--- src/rtl/dsp_sched_pkg.sv ---
// dsp_sched_pkg
//   Shared types and constants for the DSP chain scheduler.
//   state_t      : scheduler FSM states
//   MODE_*       : DSP mode encodings (MODE_X is illegal)
//   lat()        : DSP result latency (dsp_start to compare_res) per mode
//   lane_dly()   : operand-lane delay behind dsp_start per mode
package dsp_sched_pkg;

  typedef enum logic [2:0] {
    S_IDLE,
    S_LOAD,
    S_ISSUE,
    S_DRAIN,
    S_RESP
  } state_t;

  localparam logic [1:0] MODE_S = 2'b00;
  localparam logic [1:0] MODE_M = 2'b01;
  localparam logic [1:0] MODE_F = 2'b10;
  localparam logic [1:0] MODE_X = 2'b11;

  function automatic logic [1:0] lat(input logic [1:0] mode);
    case (mode)
      MODE_M:  lat = 2'd1;
      MODE_F:  lat = 2'd3;
      default: lat = 2'd0;
    endcase
  endfunction

  // Mode 10 wants its operands three cycles after the start strobe.
  function automatic logic [1:0] lane_dly(input logic [1:0] mode);
    lane_dly = (mode == MODE_F) ? 2'd3 : 2'd0;
  endfunction

endpackage

--- src/rtl/dsp_chain_scheduler_lane.sv ---
// dsp_lane_delay
//   0..3 cycle shift register for the DSP operand lane.
//   clk, rst : clock, async active-high reset
//   sel_i    : delay in cycles (0 = combinational pass-through)
//   d_i      : lane word in
//   q_o      : lane word delayed by sel_i cycles
module dsp_lane_delay #(
  parameter int W = 8
) (
  input  logic         clk,
  input  logic         rst,
  input  logic [1:0]   sel_i,
  input  logic [W-1:0] d_i,
  output logic [W-1:0] q_o
);

  logic [3:1][W-1:0] stage_q;

  always_ff @(posedge clk or posedge rst) begin
    if (rst) begin
      stage_q <= '0;
    end else begin
      stage_q[1] <= d_i;
      stage_q[2] <= stage_q[1];
      stage_q[3] <= stage_q[2];
    end
  end

  always_comb begin
    q_o = d_i;
    case (sel_i)
      2'd1:    q_o = stage_q[1];
      2'd2:    q_o = stage_q[2];
      2'd3:    q_o = stage_q[3];
      default: q_o = d_i;
    endcase
  end

endmodule

--- src/rtl/dsp_chain_scheduler.sv ---
// dsp_chain_scheduler
//   Arbitrates multiply/MAC chains from two requesters onto one DSP slice.
//   clk, rst            : clock, async active-high reset
//   req_*               : per-requester beat interface (valid/ready/first/last,
//                         header mode/shift/c on first beat, operands a/b)
//   rsp_valid/id/data   : one result pulse per chain, tagged with owner
//   err                 : sticky illegal-mode / overlong-chain flag
//   dsp_*               : DSP slice control, operand lane and results
//
//   state   | meaning
//   --------+--------------------------------------------------------
//   S_IDLE  | wait for a first beat, grant round-robin, latch header
//   S_LOAD  | accept beats of the granted chain into the buffer
//   S_ISSUE | one dsp_start per buffered beat, back to back
//   S_DRAIN | wait for the final compare_res, capture dsp_out
//   S_RESP  | rsp_valid for one cycle
module dsp_chain_scheduler
  import dsp_sched_pkg::*;
#(
  parameter int N     = 9,
  parameter int M     = 9,
  parameter int DEPTH = 8
) (
  input  logic                  clk,
  input  logic                  rst,
  input  logic [1:0]            req_valid,
  output logic [1:0]            req_ready,
  input  logic [1:0]            req_first,
  input  logic [1:0]            req_last,
  input  logic [1:0][1:0]       req_mode,
  input  logic [1:0][1:0]       req_shift,
  input  logic [1:0][N-1:0]     req_a,
  input  logic [1:0][M-1:0]     req_b,
  input  logic [1:0][N+M-1:0]   req_c,
  output logic                  rsp_valid,
  output logic                  rsp_id,
  output logic [N+M-1:0]        rsp_data,
  output logic                  err,
  output logic                  dsp_start,
  output logic [1:0]            dsp_mode,
  output logic [N-1:0]          dsp_aa,
  output logic [M-1:0]          dsp_bb,
  output logic [N+M-1:0]        dsp_cc,
  output logic                  dsp_mac,
  output logic [1:0]            dsp_shift,
  input  logic [N+M-1:0]        dsp_out,
  input  logic                  dsp_compare_res
);

  localparam int PW = $clog2(DEPTH);
  localparam int CW = PW + 1;
  localparam int RW = N + M;
  localparam int LW = N + M + RW + 1 + 2;

  state_t          state_q, state_d;
  logic            id_q, id_d, rr_q, rr_d;
  logic [1:0]      mode_q, mode_d, shift_q, shift_d;
  logic [RW-1:0]   c_q, c_d, rsp_data_q, rsp_data_d;
  logic [CW-1:0]   cnt_q, cnt_d, rd_q, rd_d, pulse_q, pulse_d;
  logic            done_q, done_d, drop_q, drop_d, err_q, err_d;
  logic            wr_en, issue;

  logic [N-1:0]    a_mem [DEPTH];
  logic [M-1:0]    b_mem [DEPTH];

  logic [1:0]      fv;
  logic            gnt;
  logic [LW-1:0]   lane_in, lane_out;

  assign fv  = req_valid & req_first;
  // rr_q holds the requester that wins a tie.
  assign gnt = (fv[0] & fv[1]) ? rr_q : fv[1];

  always_ff @(posedge clk or posedge rst) begin
    if (rst) begin
      state_q    <= S_IDLE;
      id_q       <= 1'b0;
      rr_q       <= 1'b0;
      mode_q     <= MODE_S;
      shift_q    <= '0;
      c_q        <= '0;
      rsp_data_q <= '0;
      cnt_q      <= '0;
      rd_q       <= '0;
      pulse_q    <= '0;
      done_q     <= 1'b0;
      drop_q     <= 1'b0;
      err_q      <= 1'b0;
    end else begin
      state_q    <= state_d;
      id_q       <= id_d;
      rr_q       <= rr_d;
      mode_q     <= mode_d;
      shift_q    <= shift_d;
      c_q        <= c_d;
      rsp_data_q <= rsp_data_d;
      cnt_q      <= cnt_d;
      rd_q       <= rd_d;
      pulse_q    <= pulse_d;
      done_q     <= done_d;
      drop_q     <= drop_d;
      err_q      <= err_d;
    end
  end

  always_ff @(posedge clk) begin
    if (wr_en) begin
      a_mem[cnt_q[PW-1:0]] <= req_a[id_q];
      b_mem[cnt_q[PW-1:0]] <= req_b[id_q];
    end
  end

  always_comb begin
    state_d    = state_q;
    id_d       = id_q;
    rr_d       = rr_q;
    mode_d     = mode_q;
    shift_d    = shift_q;
    c_d        = c_q;
    rsp_data_d = rsp_data_q;
    cnt_d      = cnt_q;
    rd_d       = rd_q;
    pulse_d    = pulse_q;
    done_d     = done_q;
    drop_d     = drop_q;
    err_d      = err_q;
    req_ready  = '0;
    wr_en      = 1'b0;
    issue      = 1'b0;
    rsp_valid  = 1'b0;

    // Tail of an overlong chain is swallowed while the head is processed.
    if (drop_q) begin
      req_ready[id_q] = 1'b1;
      if (req_valid[id_q] && req_last[id_q]) drop_d = 1'b0;
    end

    case (state_q)
      S_IDLE: begin
        if (!drop_q && (fv != 2'b00)) begin
          id_d    = gnt;
          rr_d    = ~gnt;
          mode_d  = req_mode[gnt];
          shift_d = req_shift[gnt];
          c_d     = req_c[gnt];
          cnt_d   = '0;
          rd_d    = '0;
          pulse_d = '0;
          done_d  = 1'b0;
          if (req_mode[gnt] == MODE_X) err_d = 1'b1;
          state_d = S_LOAD;
        end
      end
      S_LOAD: begin
        req_ready[id_q] = 1'b1;
        if (req_valid[id_q]) begin
          if (mode_q == MODE_X) begin
            if (req_last[id_q]) begin
              rsp_data_d = '0;
              state_d    = S_RESP;
            end
          end else begin
            wr_en = 1'b1;
            cnt_d = cnt_q + CW'(1);
            if (req_last[id_q]) begin
              state_d = S_ISSUE;
            end else if (cnt_q == CW'(DEPTH - 1)) begin
              err_d   = 1'b1;
              drop_d  = 1'b1;
              state_d = S_ISSUE;
            end
          end
        end
      end
      S_ISSUE: begin
        issue = 1'b1;
        rd_d  = rd_q + CW'(1);
        if (rd_q == cnt_q - CW'(1)) state_d = S_DRAIN;
      end
      S_DRAIN: begin
        if (done_q) state_d = S_RESP;
      end
      S_RESP: begin
        rsp_valid = 1'b1;
        state_d   = S_IDLE;
      end
      default: state_d = S_IDLE;
    endcase

    // Mode 00 results return during ISSUE, so pulses are counted in both states.
    if ((state_q == S_ISSUE || state_q == S_DRAIN) && dsp_compare_res && !done_q) begin
      pulse_d = pulse_q + CW'(1);
      if (pulse_q + CW'(1) == cnt_q) begin
        done_d     = 1'b1;
        rsp_data_d = dsp_out;
      end
    end
  end

  // Idle lane is all zeros, which gives the DSP its mac=0 gap before beat 0.
  assign lane_in = issue ? {a_mem[rd_q[PW-1:0]], b_mem[rd_q[PW-1:0]], c_q,
                            (cnt_q > CW'(1)), shift_q}
                         : '0;

  dsp_lane_delay #(.W(LW)) u_lane (
    .clk   (clk),
    .rst   (rst),
    .sel_i (lane_dly(mode_q)),
    .d_i   (lane_in),
    .q_o   (lane_out)
  );

  assign {dsp_aa, dsp_bb, dsp_cc, dsp_mac, dsp_shift} = lane_out;
  assign dsp_start = issue;
  assign dsp_mode  = (state_q == S_ISSUE || state_q == S_DRAIN) ? mode_q : MODE_S;
  assign rsp_id    = id_q;
  assign rsp_data  = rsp_data_q;
  assign err       = err_q;

endmodule

--- config.mk ---
export PLATFORM = sky130hd
export DESIGN_NAME = dsp_chain_scheduler
export DESIGN_NICKNAME = d
export VERILOG_FILES = /design/src/rtl/dsp_sched_pkg.sv /design/src/rtl/dsp_chain_scheduler_lane.sv /design/src/rtl/dsp_chain_scheduler.sv
export SDC_FILE = /design/constraint.sdc
export NUM_CORES = 1
export LEC_CHECK = 0
export CELL_PAD_IN_SITES_DETAIL_PLACEMENT = 0
export CELL_PAD_IN_SITES_GLOBAL_PLACEMENT = 1
export CORE_MARGIN = 2
export CORE_UTILIZATION = 41
export CTS_BUF_LIST = sky130_fd_sc_hd__clkbuf_4
export CTS_CLUSTER_SIZE = 12
export DETAILED_ROUTE_END_ITERATION = 16
export DONT_BUFFER_PORTS = 1
export GPL_TIMING_DRIVEN = 0
export PLACE_DENSITY = 0.72
export SLEW_MARGIN = 10
export SYNTH_ARGS = -nofsm -noshare
export SYNTH_HDL_FRONTEND = slang
export SYNTH_SLANG_ARGS = --single-unit
--- constraint.sdc ---
create_clock -name clk -period 6.4 [get_ports clk]
set_clock_uncertainty 0.05 [all_clocks]
set_input_delay 1.28 -clock clk [delete_from_list [all_inputs] [get_ports clk]]
set_output_delay 1.28 -clock clk [all_outputs]
set_load 0.1 [all_outputs]
==> results of run 1 <==
## sequential cells by signal, indices dropped and copies added, names as in the netlist, 2 cells and up
signal,count
pulse_q,4
cnt_q,4
b_mem,72
mode_q,2
rd_q,4
u_lane.stage_q,117
state_q,3
c_q,18
rsp_data,18
shift_q,2
a_mem,72
## logic make-up after synthesis
group	share of synthesized area, %
flops	70.71
simple gates	6.509
xor+xnor	0.9905
fa+ha+maj	0.5054
compound gates	3.416
buf+inv	2.486
mux	15.38
## final cells by class
type | instances | area, um2 | share of cell area, %
Tap cell | 390 | 488.0 | 3.365
Inverter | 24 | 97.59 | 0.6731
Timing Repair Buffer | 9 | 182.7 | 1.260
Clock buffer | 144 | 1081 | 7.455
Clock inverter | 15 | 68.82 | 0.4746
Buffer | 41 | 217.7 | 1.501
Sequential cell | 321 | 8753 | 60.37
Multi-Input combinational cell | 393 | 3608 | 24.89
Antenna cell | 1 | 2.502 | 0.01726
## stage by stage
| step | total power [W] | cell area, um2 | worst slack [ns] | cells |
|---|---|---|---|---|
| after CTS | 0.007809 | 14500 | 1.142 | 1337 |
| after detailed placement | 0.005940 | 13350 | 1.905 | 1178 |
| after global routing | 0.008109 | 14500 | 1.052 | 1338 |
| after floorplan | 0.005250 | 12380 | 0.2681 | 779 |
| final | 0.007703 | 14500 | 1.245 | 1338 |
| after global placement | 0.005709 | 12870 | -1.562 | 1169 |
## worst min path at each step
stage                               end  depth (start not counted)
CTS                  u_lane.stage_q[55]                          0
floorplan           u_lane.stage_q[100]                          0
global placement     u_lane.stage_q[92]                          0
detailed placement  u_lane.stage_q[107]                          0
finish               u_lane.stage_q[55]                          0
global route        u_lane.stage_q[102]                          0
## cells in the final DEF (no fill, tap or decap), types with 3 or more instances in the layout
| master | count |
|---|---|
| buf_4 | 4 |
| edfxtp_1 | 144 |
| a21oi_1 | 5 |
| clkbuf_1 | 15 |
| nand3_1 | 8 |
| nor2_2 | 4 |
| buf_1 | 5 |
| mux2i_1 | 62 |
| nand2_1 | 81 |
| clkinv_1 | 9 |
| mux4_2 | 36 |
| dfrtp_1 | 177 |
| buf_16 | 5 |
| buf_6 | 6 |
| buf_2 | 14 |
| clkbuf_4 | 144 |
| ha_1 | 5 |
| and2_1 | 24 |
| nor3_1 | 3 |
| inv_1 | 23 |
| nor2_1 | 26 |
| o21ai_0 | 28 |
| nor3_2 | 3 |
| xor2_1 | 5 |
| clkinvlp_4 | 3 |
| mux2_2 | 42 |
| o31ai_4 | 18 |
| xnor2_1 | 9 |
## power groups by stage
stage / sequential [W] / clock (W) / combinational [W]
final: 0.00325 / 0.00184 / 0.00261
after global routing: 0.00330 / 0.00201 / 0.00280
after CTS: 0.00326 / 0.00190 / 0.00265
after detailed placement: 0.00330 / 0 / 0.00264
after global placement: 0.00328 / 0 / 0.00243
after floorplan: 0.00324 / 0 / 0.00201
## metal layers
layer	track usage (%)	share of wire, %	up-vias
li1	-	-	3079
met1	23.09	44	3425
met2	26.28	46	222
met3	5.827	8.0	45
met4	6.011	1.7	0
met5	0	0	-
==> results by group, run 1 <==
Global routing
  – Grt total ovfl: 0
  – Antenna violations before repair: 1
  – Global-route wire length before repair: about 40000 um
  – Vias in the first global route: ~7.0k
  – Total track usage: between 15 and 20%
  – Largest net degree at the start of global routing: 100

Critical path
  – Crit path cell chain: buf_2 -> clkbuf_1 -> nor2b_2
  – Crit end category: output port
  – CP Max Fanout: 10
  – Crit path DAT: 3.83 ns
  – Slowest-stage cell, CP: nor2b_2
  – Crit-path max cell delay: 1.00 ns
  – RR Startpoint: rsp_id
  – R2r endpoint: a_mem[0][2]
  – WS Path Type: reg -> out
  – R2R Setup Slk: around 2.8 ns
  – CP Depth: 3
  – Crit path to: req_ready[1]
  – WP data required: 5.07 ns
  – Delay-heaviest family, CP: buffers and inverters
  – Startpoint Class: register
  – Worst Setup SP: rsp_id
  – Reg2Reg Depth: 7
  – CP Buf/Inv Count: 2

Timing
  – Achievable frequency: approximately 190 MHz
  – Min Hold Slack: approximately 0.28 ns
  – RSZ-0062 raised after global routing: false
  – # setup viols final: 0
  – Worst Tran Pin Value: between 1 and 1.5 ns
  – Final period utilization: between 80% and 90%
  – Min Tclk post-route: 5.155 ns
  – Post-route setup TNS: 0 ns
  – Slew Limit Fails: 0
  – Hold violation count in the final report: 0
  – Slew HR: between 20% and 30%

Synth
  – FFs w/ async S/R, synth: a little under three fifths
  – Sequential cell area fraction in the yosys report: 70.71%
  – Post-Synthesis Cell Area: 12380 um2
  – Avg Inst Size Synth: roughly 16 um2
  – Dominant synthesized flop cell: dfrtp_1
  – Syn. warnings: 0
  – Post-synth top area cell: dfrtp_1
  – Post-synth top area share: between 30% and 40%
  – Post-synth net total: just under 900
  – Flops & latches, synth: about 320
  – Commonest cells post-synth: dfrtp_1 (177), edfxtp_1 (144), nand2_1 (81), mux2i_1 (62), mux2_2 (42)
  – Synth cell types: 46
  – Cell count after synthesis: approximately 780
  – Post-synth EDFFs: between 100 and 150
  – Top-count cell post-synth: dfrtp_1
  – Top cells by area, synth: dfrtp_1 (36%), edfxtp_1 (35%), mux4_2 (6.5%)

Power
  – Int Pwr: about 0.0044 W
  – Flop pwr share: a little over two fifths
  – Sw Ratio: 43.07%
  – Clk pwr share: 23.9%
  – Leakage power: between 5 and 6 nW
  – Max IR drop VDD: ~0.3 mV
  – Comb pwr share: about a third
  – PwrDens: approximately 530 nW/um2
  – Sw power: 0.003318 W

CTS
  – TritonCTS buffer count: 87
  – Post-CTS Hold Fix Bufs: 0
  – CTS Buffer Depth: 3
  – Clk sinks: around 320
  – CTS tree: built
  – CTS root buffer: clkbuf_4
  – Post_cts resized: 0
  – H-tree Lvls: 3
  – Clock slew at reported path FFs: about 0.060 ns
  – Setup repair bufs after CTS: 0
  – Worst skew pair latency: around 0.70 ns

Job
  – Max-cap violations: 0

Placement
  – Port Buffer Count: 0
  – Post-DP HPWL: 17340 um
  – GPL Wtd Cong: roughly 0.77

Min path
  – Min-Delay Path Class: reg -> reg
  – Worst Hold Launch: u_lane.stage_q[16]

Routing
  – Antenna-violating nets left: 0
  – Drt wl/cell: between 15 and 20 um
  – Initial drt markers: 403
  – Via density per instance: between 5 and 6
  – Post-Route WL: 26460 um
  – First-pass iteration count of the detailed router: 4
  – Via count: 6771
  – Post-route DRC: 0

Die
  – Chip Width: about 180 um
  – Die area: about 32000 um2
  – Row count: 63
  – Starting Density: around two fifths
  – Die Ht: roughly 180 um
  – Core area: 29720 um2
  – IO Pins: ~170

Cells and area
  – Layout Nets: ~990
  – Fill cells: ~2.6k
  – Layout cells sized above 1: approximately 31%
  – Synth-to-Final Area Change: 17.13%
  – Final core utilization: between 40% and 50%

Status
  – Outcome: finished clean
Power figures use the tool's default switching activity.
==> run 2: changes to the inputs <==
==> constraint.sdc (replaced) <==
create_clock -name clk -period 4.2 [get_ports clk]
set_clock_uncertainty 0.05 [all_clocks]
set_input_delay 0.84 -clock clk [delete_from_list [all_inputs] [get_ports clk]]
set_output_delay 0.84 -clock clk [all_outputs]
set_load 0.1 [all_outputs]
==> run 2 against run 1 <==
  * Global-route usage down 0.36 points
  * Critical path depth up 1
  * Die area unchanged
  * Flip-flop and latch count unchanged
  * Cell count down 0.37%
  * Power up 51%
  * Combinational power up 53%
==> results by group, run 2 (synthesis results as in run 1) <==
Timing
  – Post-route setup TNS: 0 ns (unchanged)
  – Min Hold Slack: 0.2349 ns (was 0.2759 ns)
  – Slew HR: 21.98% (was 20.36%)
  – Hold violation count in the final report: 0 (unchanged)
  – RSZ-0062 raised after global routing: false (unchanged)
  – Achievable frequency: between 200 and 250 MHz
  – Worst Tran Pin Value: 1.174 ns (was 1.195 ns)
  – Slew Limit Fails: 0 (unchanged)
  – # setup viols final: 0 (unchanged)
  – Fin worst setup slack: 0.1874 ns (was 1.245 ns)
  – Final period utilization: 95.54%
  – Min Tclk post-route: approximately 4.0 ns

Cells and area
  – Flip-flop count of the largest register after layout: 117 (unchanged)
  – Commonest non-fill, non-tap cell in the layout: dfrtp_1 (unchanged)
  – Layout Nets: 993 (was 989)
  – Synth-to-Final Area Change: 17.35% (was 17.13%)
  – Most frequent cells in the layout: dfrtp_1 (177), edfxtp_1 (144), clkbuf_4 (125) (was dfrtp_1 (177), edfxtp_1 (144), clkbuf_4 (144))
  – Fill cells: 2578 (was 2566)
  – Most flops, register: u_lane.stage_q (unchanged)
  – Layout cells sized above 1: 30.25% (was 31.26%)

CTS
  – CTS tree: built (unchanged)
  – Clk sinks: 321 (unchanged)
  – CTS Buffer Depth: 3 (unchanged)
  – Worst skew pair latency: 0.70 ns (about the same)
  – CTS root buffer: clkbuf_4 (unchanged)
  – Setup repair bufs after CTS: 0 (unchanged)
  – Clock slew at reported path FFs: 0.07 ns (was 0.06 ns)
  – TritonCTS buffer count: 85 (was 87)
  – H-tree Lvls: 3 (unchanged)

Power
  – PwrDens: 802.7 nW/um2 (was 531.3 nW/um2)
  – Max IR drop VDD: 0.2771 mV (was 0.2972 mV)
  – Leakage power: 5.985 nW (about the same)

Die
  – Starting Density: 41.66% (unchanged)
  – IO Pins: 172 (unchanged)
  – Chip Width: 177.8 um (unchanged)
  – Core area: 29720 um2 (unchanged)
  – Die Ht: 177.8 um (unchanged)
  – Row count: 63 (unchanged)
  – Die area: 31600 um2 (unchanged)

Critical path
  – Reg2Reg Depth: 6 (was 7)
  – WS Path Type: reg -> out (unchanged)
  – RR Startpoint: rsp_id (unchanged)
  – Startpoint Class: register (unchanged)
  – CP Max Fanout: 10 (unchanged)
  – Worst Setup SP: rd_q[1] (was rsp_id)
  – R2R Setup Slk: 0.56 ns (was 2.82 ns)
  – Crit path DAT: 3.12 ns (was 3.83 ns)
  – Crit end category: output port (unchanged)
  – R2r endpoint: a_mem[2][4] (was a_mem[0][2])
  – WP data required: 3.31 ns (was 5.07 ns)

Routing
  – Post-Route WL: 26110 um (was 26460 um)
  – Via density per instance: 5.083 (was 5.061)
  – Antenna-violating nets left: 0 (unchanged)
  – Via count: 6775 (was 6771)
  – Drt wl/cell: 19.59 um (was 19.78 um)
  – Initial drt markers: 323 (was 403)
  – Post-route DRC: 0 (unchanged)
  – First-pass iteration count of the detailed router: 4 (unchanged)

Global routing
  – Largest net degree at the start of global routing: 40 (was 100)
  – Grt total ovfl: 0 (unchanged)
  – Total track usage: 16.87% (was 17.23%)
  – Antenna violations before repair: 1 (unchanged)
  – Vias in the first global route: 6919 (was 7048)
  – Global-route wire length before repair: 39720 um (was 40680 um)

Placement
  – Port Buffer Count: 0 (unchanged)
  – GPL Wtd Cong: 0.7603 (was 0.7677)
  – Post-Place Worst Slack: 0.1763 ns (was 1.905 ns)
  – Post-DP HPWL: 17800 um (was 17340 um)

Min path
  – Min-Delay Path Class: in -> reg (was reg -> reg)
  – Worst Hold Launch: dsp_out[14] (was u_lane.stage_q[16])
  – Hold endpoint: rsp_data[14] (was u_lane.stage_q[55])
  – Worst Hold Depth: 2 (was 0)

Status
  – Outcome: finished clean (unchanged)

Job
  – Max-cap violations: 0 (unchanged)
-- run 2: cell count changes in the layout (fill, tap and decap cells not counted), moves of 3 or more --
cell      previous run  this run
buf_12               1         5
buf_8                0         4
clkbuf_1            15        12
clkbuf_4           144       125
clkinv_1             9        17
-- run 2: worst max-delay path by stage --
stage / endpoint / slack (ns) / cells past startpoint
after floorplan: dsp_bb[8] / -0.02 / 5
after global placement: b_mem[0][3] / -0.89 / 5
after detailed placement: req_ready[1] / 0.18 / 3
after CTS: dsp_bb[7] / 0.04 / 5
after global routing: dsp_bb[7] / 0.01 / 4
final: dsp_bb[6] / 0.19 / 4
-- run 2: metrics by stage --
| step | util, % | total power [W] | instance area [um2] | cells |
|---|---|---|---|---|
| floorplan | - | 0.008061 | 12450 | 779 |
| global placement | 43.53 | 0.008776 | 12940 | 1169 |
| detailed placement | 45.14 | 0.009083 | 13420 | 1184 |
| CTS | 48.87 | 0.01185 | 14520 | 1332 |
| global route | 48.89 | 0.01229 | 14530 | 1333 |
| finish | 48.89 | 0.01166 | 14530 | 1333 |
-- run 2: timing repair --
action / 4_1_cts / 5_1_grt
hold buffers: 1 / 0
resized for setup: 3 / 2
pin swaps: 1 / 1
endpoints found under the hold margin: 3 / 0
setup endpoints to repair: 14 / 2
-- run 2: layout make-up --
type / count / area [um2] / share of cell area (%)
flip-flops and latches: 321 / 8753 / 60.25
multi-input cells: 393 / 3603 / 24.80
clock buffers: 124 / 930.9 / 6.408
well taps: 390 / 488.0 / 3.359
repair buffers: 16 / 274.0 / 1.886
plain buffers: 40 / 219.0 / 1.507
clock inverters: 24 / 162.7 / 1.120
inverters: 24 / 93.84 / 0.6459
diodes: 1 / 2.502 / 0.01723
-- run 2: where the power goes --
part	leakage (nW)	switching, W	internal (W)	total, W
logic	1.69	0.00289	0.00110	0.00399
clock network	0.642	0.00124	0.00148	0.00272
registers	3.65	0.000899	0.00405	0.00495
total	5.99	0.00503	0.00663	0.0117
-- run 2: routing by layer --
| metal | share of wire [%] | GRT usage [%] | up-vias |
|---|---|---|---|
| li1 | - | - | 3075 |
| met1 | 44 | 22.42 | 3412 |
| met2 | 47 | 26.28 | 231 |
| met3 | 7.1 | 4.820 | 57 |
| met4 | 2.4 | 6.626 | 0 |
| met5 | 0 | 0 | - |
-- run 2: worst max-delay path, stage by stage, from the launching register on --
cell,delay (ns)
dfrtp_1,0.38
clkbuf_1,0.57
mux4_2,0.34
mux2i_1,0.17
o31ai_4,0.96
